[src/rtl/cache_ctrl_pkg.sv]
// Shared types and constants for the cache miss controller: FSM states,
// victim-info field positions and the latched CPU operation.
package cache_ctrl_pkg;

   localparam int ADDR_W = 4;
   localparam int DATA_W = 8;

   localparam int WB_W       = 14;
   localparam int WB_VALID   = 13;
   localparam int WB_DIRTY   = 12;
   localparam int WB_ADDR_HI = 11;
   localparam int WB_ADDR_LO = 8;
   localparam int WB_DATA_HI = 7;
   localparam int WB_DATA_LO = 0;

   typedef enum logic [2:0] {
      IDLE,
      PROBE,
      CHECK,
      WB,
      FILL,
      INSTALL,
      WRITE,
      RESP
   } state_e;

   typedef struct packed {
      logic              we;
      logic [ADDR_W-1:0] addr;
      logic [DATA_W-1:0] wdata;
   } cpu_op_t;

   typedef struct packed {
      logic [ADDR_W-1:0] addr;
      logic [DATA_W-1:0] data;
   } victim_t;

endpackage

[src/rtl/sat_counter.sv]
// Saturating up-counter with synchronous active-low clear; holds at all-ones.
module sat_counter #(
   parameter int W = 8
) (
   input  logic         clock,
   input  logic         clear_n,
   input  logic         inc,
   output logic [W-1:0] count
);

   // NOTE: sequential state is updated with non-blocking assignments only.
   always_ff @(posedge clock) begin
      if (!clear_n) begin
         count <= '0;
      end else if (inc && (count != {W{1'b1}})) begin
         count <= count + 1'b1;
      end
   end

endmodule

[src/rtl/cache_miss_controller.sv]
// Sequencer between a CPU port, a 2-way set-associative array and main memory:
// probe, optional dirty write-back, fill on read miss, install, respond.
module cache_miss_controller
   import cache_ctrl_pkg::*;
#(
   parameter int MEM_TIMEOUT = 16,
   parameter int CNT_W       = 8
) (
   input  logic              clock,
   input  logic              reset,
   input  logic              cpu_req,
   input  logic              cpu_we,
   input  logic [ADDR_W-1:0] cpu_addr,
   input  logic [DATA_W-1:0] cpu_wdata,
   output logic [DATA_W-1:0] cpu_rdata,
   output logic              cpu_ready,
   output logic              cpu_err,
   output logic              cpu_busy,
   output logic              cache_req,
   output logic              cache_we,
   output logic              cache_fill,
   output logic [ADDR_W-1:0] cache_addr,
   output logic [DATA_W-1:0] cache_din,
   input  logic              cache_hit,
   input  logic [DATA_W-1:0] cache_dout,
   input  logic [WB_W-1:0]   cache_wb,
   output logic              mem_req,
   output logic              mem_we,
   output logic [ADDR_W-1:0] mem_addr,
   output logic [DATA_W-1:0] mem_wdata,
   input  logic [DATA_W-1:0] mem_rdata,
   input  logic              mem_ack,
   output logic [CNT_W-1:0]  hit_count,
   output logic [CNT_W-1:0]  miss_count,
   output logic              err_sticky
);

   localparam logic [7:0] TMO_LAST = 8'(MEM_TIMEOUT - 1);

   state_e            state, state_n;
   cpu_op_t           op, op_n;
   victim_t           victim, victim_n;
   logic [DATA_W-1:0] fill_data, fill_n;
   logic [DATA_W-1:0] resp_data, resp_n;
   logic              err_flag, err_n;
   logic [7:0]        tmo, tmo_n;
   logic              mem_wait, expired;
   logic              hit_inc, miss_inc;

   logic              cache_req_n, cache_we_n, cache_fill_n;
   logic [ADDR_W-1:0] cache_addr_n, mem_addr_n;
   logic [DATA_W-1:0] cache_din_n, mem_wdata_n, cpu_rdata_n;
   logic              mem_req_n, mem_we_n, cpu_ready_n, cpu_err_n, cpu_busy_n;

   // NOTE: every variable gets a default before the case so no latch is inferred.
   always_comb begin
      state_n  = state;
      op_n     = op;
      victim_n = victim;
      fill_n   = fill_data;
      resp_n   = resp_data;
      err_n    = err_flag;
      hit_inc  = 1'b0;
      miss_inc = 1'b0;
      mem_wait = (state == WB) || (state == FILL);
      expired  = mem_wait && !mem_ack && (tmo == TMO_LAST);

      case (state)
         IDLE: begin
            if (cpu_req) begin
               op_n.we    = cpu_we;
               op_n.addr  = cpu_addr;
               op_n.wdata = cpu_wdata;
               err_n      = 1'b0;
               resp_n     = '0;
               state_n    = PROBE;
            end
         end
         PROBE: state_n = CHECK;
         CHECK: begin
            victim_n.addr = cache_wb[WB_ADDR_HI:WB_ADDR_LO];
            victim_n.data = cache_wb[WB_DATA_HI:WB_DATA_LO];
            if (cache_hit) begin
               hit_inc = 1'b1;
               if (op.we) begin
                  state_n = WRITE;
               end else begin
                  resp_n  = cache_dout;
                  state_n = RESP;
               end
            end else begin
               miss_inc = 1'b1;
               if (cache_wb[WB_VALID] && cache_wb[WB_DIRTY]) state_n = WB;
               else if (op.we)                               state_n = WRITE;
               else                                          state_n = FILL;
            end
         end
         WB: begin
            if (mem_ack) begin
               state_n = op.we ? WRITE : FILL;
            end else if (expired) begin
               err_n   = 1'b1;
               resp_n  = '0;
               state_n = RESP;
            end
         end
         FILL: begin
            if (mem_ack) begin
               fill_n  = mem_rdata;
               state_n = INSTALL;
            end else if (expired) begin
               err_n   = 1'b1;
               resp_n  = '0;
               state_n = RESP;
            end
         end
         INSTALL: begin
            resp_n  = fill_data;
            state_n = RESP;
         end
         WRITE:   state_n = RESP;
         RESP:    state_n = IDLE;
         default: state_n = IDLE;
      endcase

      // The timeout window restarts on every entry into a memory transaction.
      if ((state_n != state) && ((state_n == WB) || (state_n == FILL))) tmo_n = '0;
      else if (mem_wait)                                                tmo_n = tmo + 8'd1;
      else                                                              tmo_n = tmo;

      // Array and memory strobes are registered from the state being entered.
      cache_req_n  = (state_n == PROBE) || (state_n == INSTALL) || (state_n == WRITE);
      cache_we_n   = (state_n == INSTALL) || (state_n == WRITE);
      cache_fill_n = (state_n == INSTALL);
      cache_addr_n = cache_req_n ? op_n.addr : '0;
      cache_din_n  = (state_n == INSTALL) ? fill_n :
                     (state_n == WRITE)   ? op_n.wdata : '0;
      mem_req_n    = (state_n == WB) || (state_n == FILL);
      mem_we_n     = (state_n == WB);
      mem_addr_n   = (state_n == WB)   ? victim_n.addr :
                     (state_n == FILL) ? op_n.addr : '0;
      mem_wdata_n  = (state_n == WB) ? victim_n.data : '0;
      cpu_busy_n   = (state_n != IDLE);

      // The response pulse is issued from RESP itself, one cycle after entry.
      cpu_ready_n  = (state == RESP);
      cpu_err_n    = (state == RESP) && err_flag;
      cpu_rdata_n  = (state == RESP) ? resp_data : '0;
   end

   // NOTE: reset is synchronous and active-low; it also abandons any access in flight.
   always_ff @(posedge clock) begin
      if (!reset) begin
         state      <= IDLE;
         op         <= '0;
         victim     <= '0;
         fill_data  <= '0;
         resp_data  <= '0;
         err_flag   <= 1'b0;
         tmo        <= '0;
         cache_req  <= 1'b0;
         cache_we   <= 1'b0;
         cache_fill <= 1'b0;
         cache_addr <= '0;
         cache_din  <= '0;
         mem_req    <= 1'b0;
         mem_we     <= 1'b0;
         mem_addr   <= '0;
         mem_wdata  <= '0;
         cpu_ready  <= 1'b0;
         cpu_err    <= 1'b0;
         cpu_rdata  <= '0;
         cpu_busy   <= 1'b0;
         err_sticky <= 1'b0;
      end else begin
         state      <= state_n;
         op         <= op_n;
         victim     <= victim_n;
         fill_data  <= fill_n;
         resp_data  <= resp_n;
         err_flag   <= err_n;
         tmo        <= tmo_n;
         cache_req  <= cache_req_n;
         cache_we   <= cache_we_n;
         cache_fill <= cache_fill_n;
         cache_addr <= cache_addr_n;
         cache_din  <= cache_din_n;
         mem_req    <= mem_req_n;
         mem_we     <= mem_we_n;
         mem_addr   <= mem_addr_n;
         mem_wdata  <= mem_wdata_n;
         cpu_ready  <= cpu_ready_n;
         cpu_err    <= cpu_err_n;
         cpu_rdata  <= cpu_rdata_n;
         cpu_busy   <= cpu_busy_n;
         err_sticky <= err_sticky | expired;
      end
   end

   sat_counter #(.W(CNT_W)) u_hit_cnt (
      .clock   (clock),
      .clear_n (reset),
      .inc     (hit_inc),
      .count   (hit_count)
   );

   sat_counter #(.W(CNT_W)) u_miss_cnt (
      .clock   (clock),
      .clear_n (reset),
      .inc     (miss_inc),
      .count   (miss_count)
   );

endmodule

[config.mk]
export PLATFORM = sky130hd
export DESIGN_NAME = cache_miss_controller
export DESIGN_NICKNAME = d
export VERILOG_FILES = /design/src/rtl/cache_ctrl_pkg.sv /design/src/rtl/sat_counter.sv /design/src/rtl/cache_miss_controller.sv
export SDC_FILE = /design/constraint.sdc
export NUM_CORES = 1
export LEC_CHECK = 0
export BUFFER_PORTS_ARGS = -buffer_cell sky130_fd_sc_hd__buf_2
export CORE_MARGIN = 4
export CORE_UTILIZATION = 57
export DETAILED_ROUTE_END_ITERATION = 10
export PLACE_DENSITY = 0.83
export SYNTH_ARGS = -nofsm -noshare
export SYNTH_HDL_FRONTEND = slang
export SYNTH_SLANG_ARGS = --single-unit
[constraint.sdc]
create_clock -name clock -period 3.9 [get_ports clock]
set_input_delay 0.78 -clock clock [delete_from_list [all_inputs] [get_ports clock]]
set_output_delay 0.78 -clock clock [all_outputs]
set_load 0.1 [all_outputs]
==> results of run 1 <==
==> routing by layer <==
metal	vias to the layer above	GRT usage, %	wire [um]
met5	-	0	0
met4	0	11.1	237
met3	22	4.94	845
met2	173	37.9	4750
met1	1710	27.6	4170
li1	1784	-	-
==> metrics by stage <==
stage | area (sq um) | power (mW) | hold slack (ns) | std cells | utilization [%]
2_1_floorplan | 4290 | 1.81 | 0.424 | 453 | -
3_3_place_gp | 4890 | 1.94 | 0.438 | 641 | 67.1
3_5_place_dp | 4890 | 1.95 | 0.444 | 641 | 67.1
4_1_cts | 5110 | 2.67 | 0.460 | 657 | 70.0
5_1_grt | 5110 | 2.78 | 0.482 | 657 | 70.0
6_report | 5110 | 2.67 | 0.457 | 657 | 70.0
==> cell type report <==
cell class                 instances  area, sq um
inverter                          14         52.6
multi-input combinational        310         1960
timing repair buffer             108          551
tap                               99          124
fill                             608         2190
clock buffer                      10          138
clock inverter                     6         77.6
sequential                       110         2200
==> critical path, stage by stage (launching register included) <==
cell      delay (ns)
dfxtp_1         0.67
inv_1           0.29
nor2_1          0.58
a221o_1         0.31
o21bai_1        0.24
nand2b_1        0.51
nor3_2          0.08
==> state kept, by name, indices dropped and copies added, names as in the netlist, 3 cells and up <==
| name | cells |
|---|---|
| cpu_rdata | 8 |
| cache_din | 8 |
| u_miss_cnt.count | 8 |
| u_hit_cnt.count | 8 |
| cache_addr | 4 |
| mem_addr | 4 |
| state | 3 |
| mem_wdata | 8 |
| tmo | 8 |
| fill_data | 8 |
| victim | 12 |
| op | 13 |
| resp_data | 8 |
==> final timing paths <==
| path | startpoint | to | slack (ns) | cells past startpoint |
|---|---|---|---|---|
| setup / recovery | state[0] | mem_wdata[2] | 1.08 | 6 |
| hold / removal | resp_data[6] | resp_data[6] | 0.46 | 2 |
| setup reg to reg | state[0] | mem_wdata[2] | 1.08 | 6 |
| hold reg to reg | resp_data[6] | resp_data[6] | 0.46 | 2 |
==> placed cells by master, fill, tap and decap left out, types with 2 or more instances in the layout <==
cell,instances
or3_1,6
a22o_1,12
nand4_1,5
nor4_1,3
nand2b_1,4
ha_1,3
o21a_1,2
a21oi_1,36
or2_1,2
xor2_1,12
a31oi_1,2
mux2i_1,12
inv_8,2
nor2b_1,8
clkbuf_8,10
o21ai_0,6
and3_1,5
a221oi_1,9
inv_2,2
nand2_1,64
nor2_1,45
nor3_2,9
inv_1,11
nor3_1,4
o21ai_1,2
a211oi_1,10
and4_1,2
xnor2_1,5
dfxtp_1,110
buf_4,4
buf_2,104
and2_1,12
nand3_1,5
==> cell families (layout without fill, tap and decap cells) <==
kind of cell,after synthesis,after routing
XOR/XNOR,17,17
AO/OA/AOI/OAI,94,94
flip-flops,110,110
AND/OR/NAND/NOR,184,184
multiplexers,12,12
buffers and inverters,33,138
adder cells (fa/ha/maj),3,3
==> power by group through the flow <==
stage	sequential [mW]	clock, mW	combinational, mW
final	1.26	0.735	0.676
after global routing	1.27	0.785	0.725
after CTS	1.26	0.741	0.672
after detailed placement	1.28	0	0.667
after global placement	1.28	0	0.658
after floorplan	1.45	0	0.357
==> flow_summary.toml, run 1 <==
[status]
status = "completed"

[min_path]
holdCritPathClass = "flop to flop"

[yosys]
synth_edf_count = 0
synth_compound_area_share_pct = 16.0
netlist-cell-type-count = 59
ys_seq_area_share_pct = 51.3
async_flop_share_pct = 0
synth-simple-area-share_pct = 22.4
yosysTopAreaCell = "dfxtp_1"
synth-seq-cells = 110
ys_warn_count = 0
yosysMostFrequentCell = "dfxtp_1"
yosys-top-cells-count = "dfxtp_1, nand2_1, nor2_1"
ys.flop_type = "dfxtp_1"
synthCells = 453
synth_fa_ha_area_share_pct = 0.874
synth_top_family_by_area = "simple AND/OR/NAND/NOR gates"
syn-cell-area_sq_um = 4290
synth_xor_area_share_pct = 3.47
yosysTopAreaCellShare_pct = 51.3
syn_area_per_cell_sq_um = 9.48
synth_mux_area_share_pct = 2.80
ys_top_cells_by_area = "dfxtp_1, nand2_1, a21oi_1, nor2_1, mux2i_1"
syn-num-nets = 504

[clock_network]
worst_skew_pair.late_latency_ns = 0.38
path_clk_slew_ns = 0.10
cts_tree = "yes"
ctsHoldBuffers = 0
cts_buffer_depth = 2
numCtsBuffers = 9
post-cts-setup-buffer-count = 0
cts_resized = 0
h-tree-depth = 3
cts-root-buf = "clkbuf_8"
clkSinkCount = 110

[layout]
layout-drive-gt1-share_pct = 26.0
nets = 604
area_growth_pct = 18.9
antenna_cells = 0

[pwr]
power_frac_seq_pct = 47.2
comb_power_share_pct = 25.3
ir_drop_v = 0.000233
clockPowerShare_pct = 27.5
p_sw_mw = 0.954
p_leak_nw = 2.17
p_per_area_nw_per_um2 = 523
p_int_mw = 1.72
p_sw_share_pct = 35.7

[route]
initialDrtViolationCount = 265
ant_nets = 0
wirelength_um = 10000
wl_per_cell_um = 15.2
route.detailed.drc = 0
via_per_inst = 5.61
first_pass_iters = 5
route.vias.total = 3689

[placement]
gp_congestion = 0.959
io_buffers = 104
place_ws_ns = 1.20
dp_hpwl_um = 7170

[critical_path]
cp.arrival_ns = 3.06
path_max_fanout = 15
end_kind = "flop"
required_ns = 4.14
worstSetupStartpointType = "flop"
path_class = "flop to flop"

[floorplanning]
ios = 105
die_area_sq_um = 8990
die_w_um = 94.8
initial_core_util_pct = 58.9
core_area_sq_um = 7290
die_h_um = 94.8
num_rows = 31

[timing]
fin_ws_ns = 1.08
fin_setup_tns_ns = 0
fin_skew_ns = 0.0179
relSlewSlack_pct = 40.1
slew_viol_final = 0
rsz0062_at_grt = "no"
fin_crit_sh_pct = 72.3
fmax_ghz = 0.355
min_period_ns = 2.82
setup_viol_count_final = 0
hold_viol_final = 0
max_slew.worst_pin.slew_ns = 0.892

[global_routing]
grt_pass1_wl_um = 16000
grt-ovfl-total = 0
grt_pass1_vias = 3529
antenna_found_initial = 0
grt_max_degree = 45
grt_use_total_pct = 22.7

[job]
drv_cap = 0
Power figures use the tool's default switching activity.
==> inputs of run 2 (changes only) <==
- CORE_UTILIZATION: 57 -> 53
- PLACE_DENSITY: 0.83 -> 0.78
- clock period: 3.9 -> 2.9 ns (I/O delays scaled with it)
==> run 2 against run 1 <==
Compared with the run above:
- sequential share of layout area fell by 0.43 points
- final cell count grew 1.4%
- total power is 33% higher
- setup slack worse by 0.64 ns
- design area grew 1.0%
- wire length is 1.6% lower
- first-iteration DRC count is 33% lower
- core utilization decreased by 4.0 points
- non-clock buffer count up 6
- hold slack got worse by 0.0082 ns
- clock skew fell by 0.0038 ns
- register-to-register slack worse by 0.64 ns
- critical path type unchanged
- critical endpoint is now cache_addr[3]
==> flow_summary.toml, run 2 (synthesis results as in run 1) <==
[status]
status = "completed"

[clock_network]
worst_skew_pair.late_latency_ns = 0.36
cts-root-buf = "clkbuf_8"
path_clk_slew_ns = 0.11
clkSinkCount = 110
post-cts-setup-buffer-count = 0
h-tree-depth = 3
cts_tree = "yes"
numCtsBuffers = 9
cts_buffer_depth = 2
ctsHoldBuffers = 0
cts_resized = 0

[layout]
final_util_pct = 66.1
layout_common_cells = "dfxtp_1, buf_2, nand2_1"
layout-drive-gt1-share_pct = 26.6
largest_register = "op"
nets = 610
top_regs = "op (13), victim (12)"
largest_reg_flops = 13
area_growth_pct = 20.1
antenna_cells = 0
final_common_cell = "dfxtp_1"
multi_input_area_sq_um = 1960
regArea_sq_um = 2200
fill_cells = 648

[timing]
fin_setup_tns_ns = 0
fin_crit_sh_pct = 84.7
slew_viol_final = 0
fmax_ghz = 0.407
max_slew.worst_pin.slew_ns = 0.547
min_period_ns = 2.46
setup_viol_count_final = 0
hold_viol_final = 0
relSlewSlack_pct = 63.5
fin_skew_ns = 0.0141
rsz0062_at_grt = "no"

[critical_path]
path_class = "flop to flop"
worstSetupStartpointType = "flop"
end_kind = "flop"
cp.arrival_ns = 2.70
r2r_slack_ns = 0.44
required_ns = 3.14
path_max_fanout = 15

[route]
route.vias.total = 3592
via_per_inst = 5.39
wirelength_um = 9840
first_pass_iters = 5
route.detailed.drc = 0
wl_per_cell_um = 14.8
initialDrtViolationCount = 178
ant_nets = 0

[floorplanning]
ios = 105
initial_core_util_pct = 55.0
die_h_um = 98.0
core_area_sq_um = 7810
die_w_um = 98.0
num_rows = 32
die_area_sq_um = 9610

[global_routing]
grt_pass1_vias = 3441
antenna_found_initial = 0
grt_use_total_pct = 20.6
grt_max_degree = 75
grt_pass1_wl_um = 16400
grt-ovfl-total = 0

[pwr]
p_leak_nw = 2.20
p_per_area_nw_per_um2 = 689
ir_drop_v = 0.000425

[job]
drv_cap = 0

[placement]
io_buffers = 104
dp_hpwl_um = 7200
gp_congestion = 0.890

[min_path]
holdCritPathClass = "flop to flop"
==> run 2: changes by cell type in the layout (fill, tap and decap cells not counted), sizes merged <==
cell / delta
buf: +6
clkinv: +1
inv: -1
==> run 2: cell type report <==
type                       instances  area share (%)
sequential                       110            42.7
inverter                          14            1.02
clock inverter                     6            1.50
tap                              102            2.47
timing repair buffer             114            11.8
clock buffer                      10            2.47
multi-input combinational        310            38.0
==> run 2: critical path: stages (launching register included) <==
cell     delay [ns]
dfxtp_1        0.68
nand2_1        0.28
o32ai_1        0.52
a21oi_4        0.11
and3_1         0.33
nor2_1         0.33
nor2b_1        0.09
==> run 2: power breakdown <==
group          switching (mW)  total (mW)  internal [mW]
registers              0.0699        1.69           1.62
logic                   0.661       0.925          0.264
clock network           0.520       0.935          0.415
==> run 2: worst paths after layout <==
kind	startpoint	endpoint	cells past startpoint
setup / recovery	state[0]	cache_addr[3]	6
hold / removal	resp_data[7]	cpu_rdata[7]	2
setup reg to reg	state[0]	cache_addr[3]	6
hold reg to reg	resp_data[7]	cpu_rdata[7]	2
==> run 2: per-layer routing <==
metal / share of wire [%] / track usage (%)
met3: 8.1 / 6.36
met1: 44 / 26.9
met2: 47 / 33.8
met4: 1.2 / 4.69
met5: 0 / 0
==> run 2: through the flow <==
| stage | instances | power [mW] | setup slack (ns) | hold slack, ns | cell area, sq um |
|---|---|---|---|---|---|
| 4_1_cts | 666 | 3.58 | 0.504 | 0.435 | 5160 |
| 6_report | 666 | 3.55 | 0.443 | 0.448 | 5160 |
| 2_1_floorplan | 453 | 2.43 | 0.463 | 0.424 | 4290 |
| 5_1_grt | 666 | 3.74 | 0.289 | 0.426 | 5160 |
| 3_3_place_gp | 650 | 2.63 | 0.510 | 0.435 | 4950 |
| 3_5_place_dp | 650 | 2.65 | 0.410 | 0.443 | 4950 |
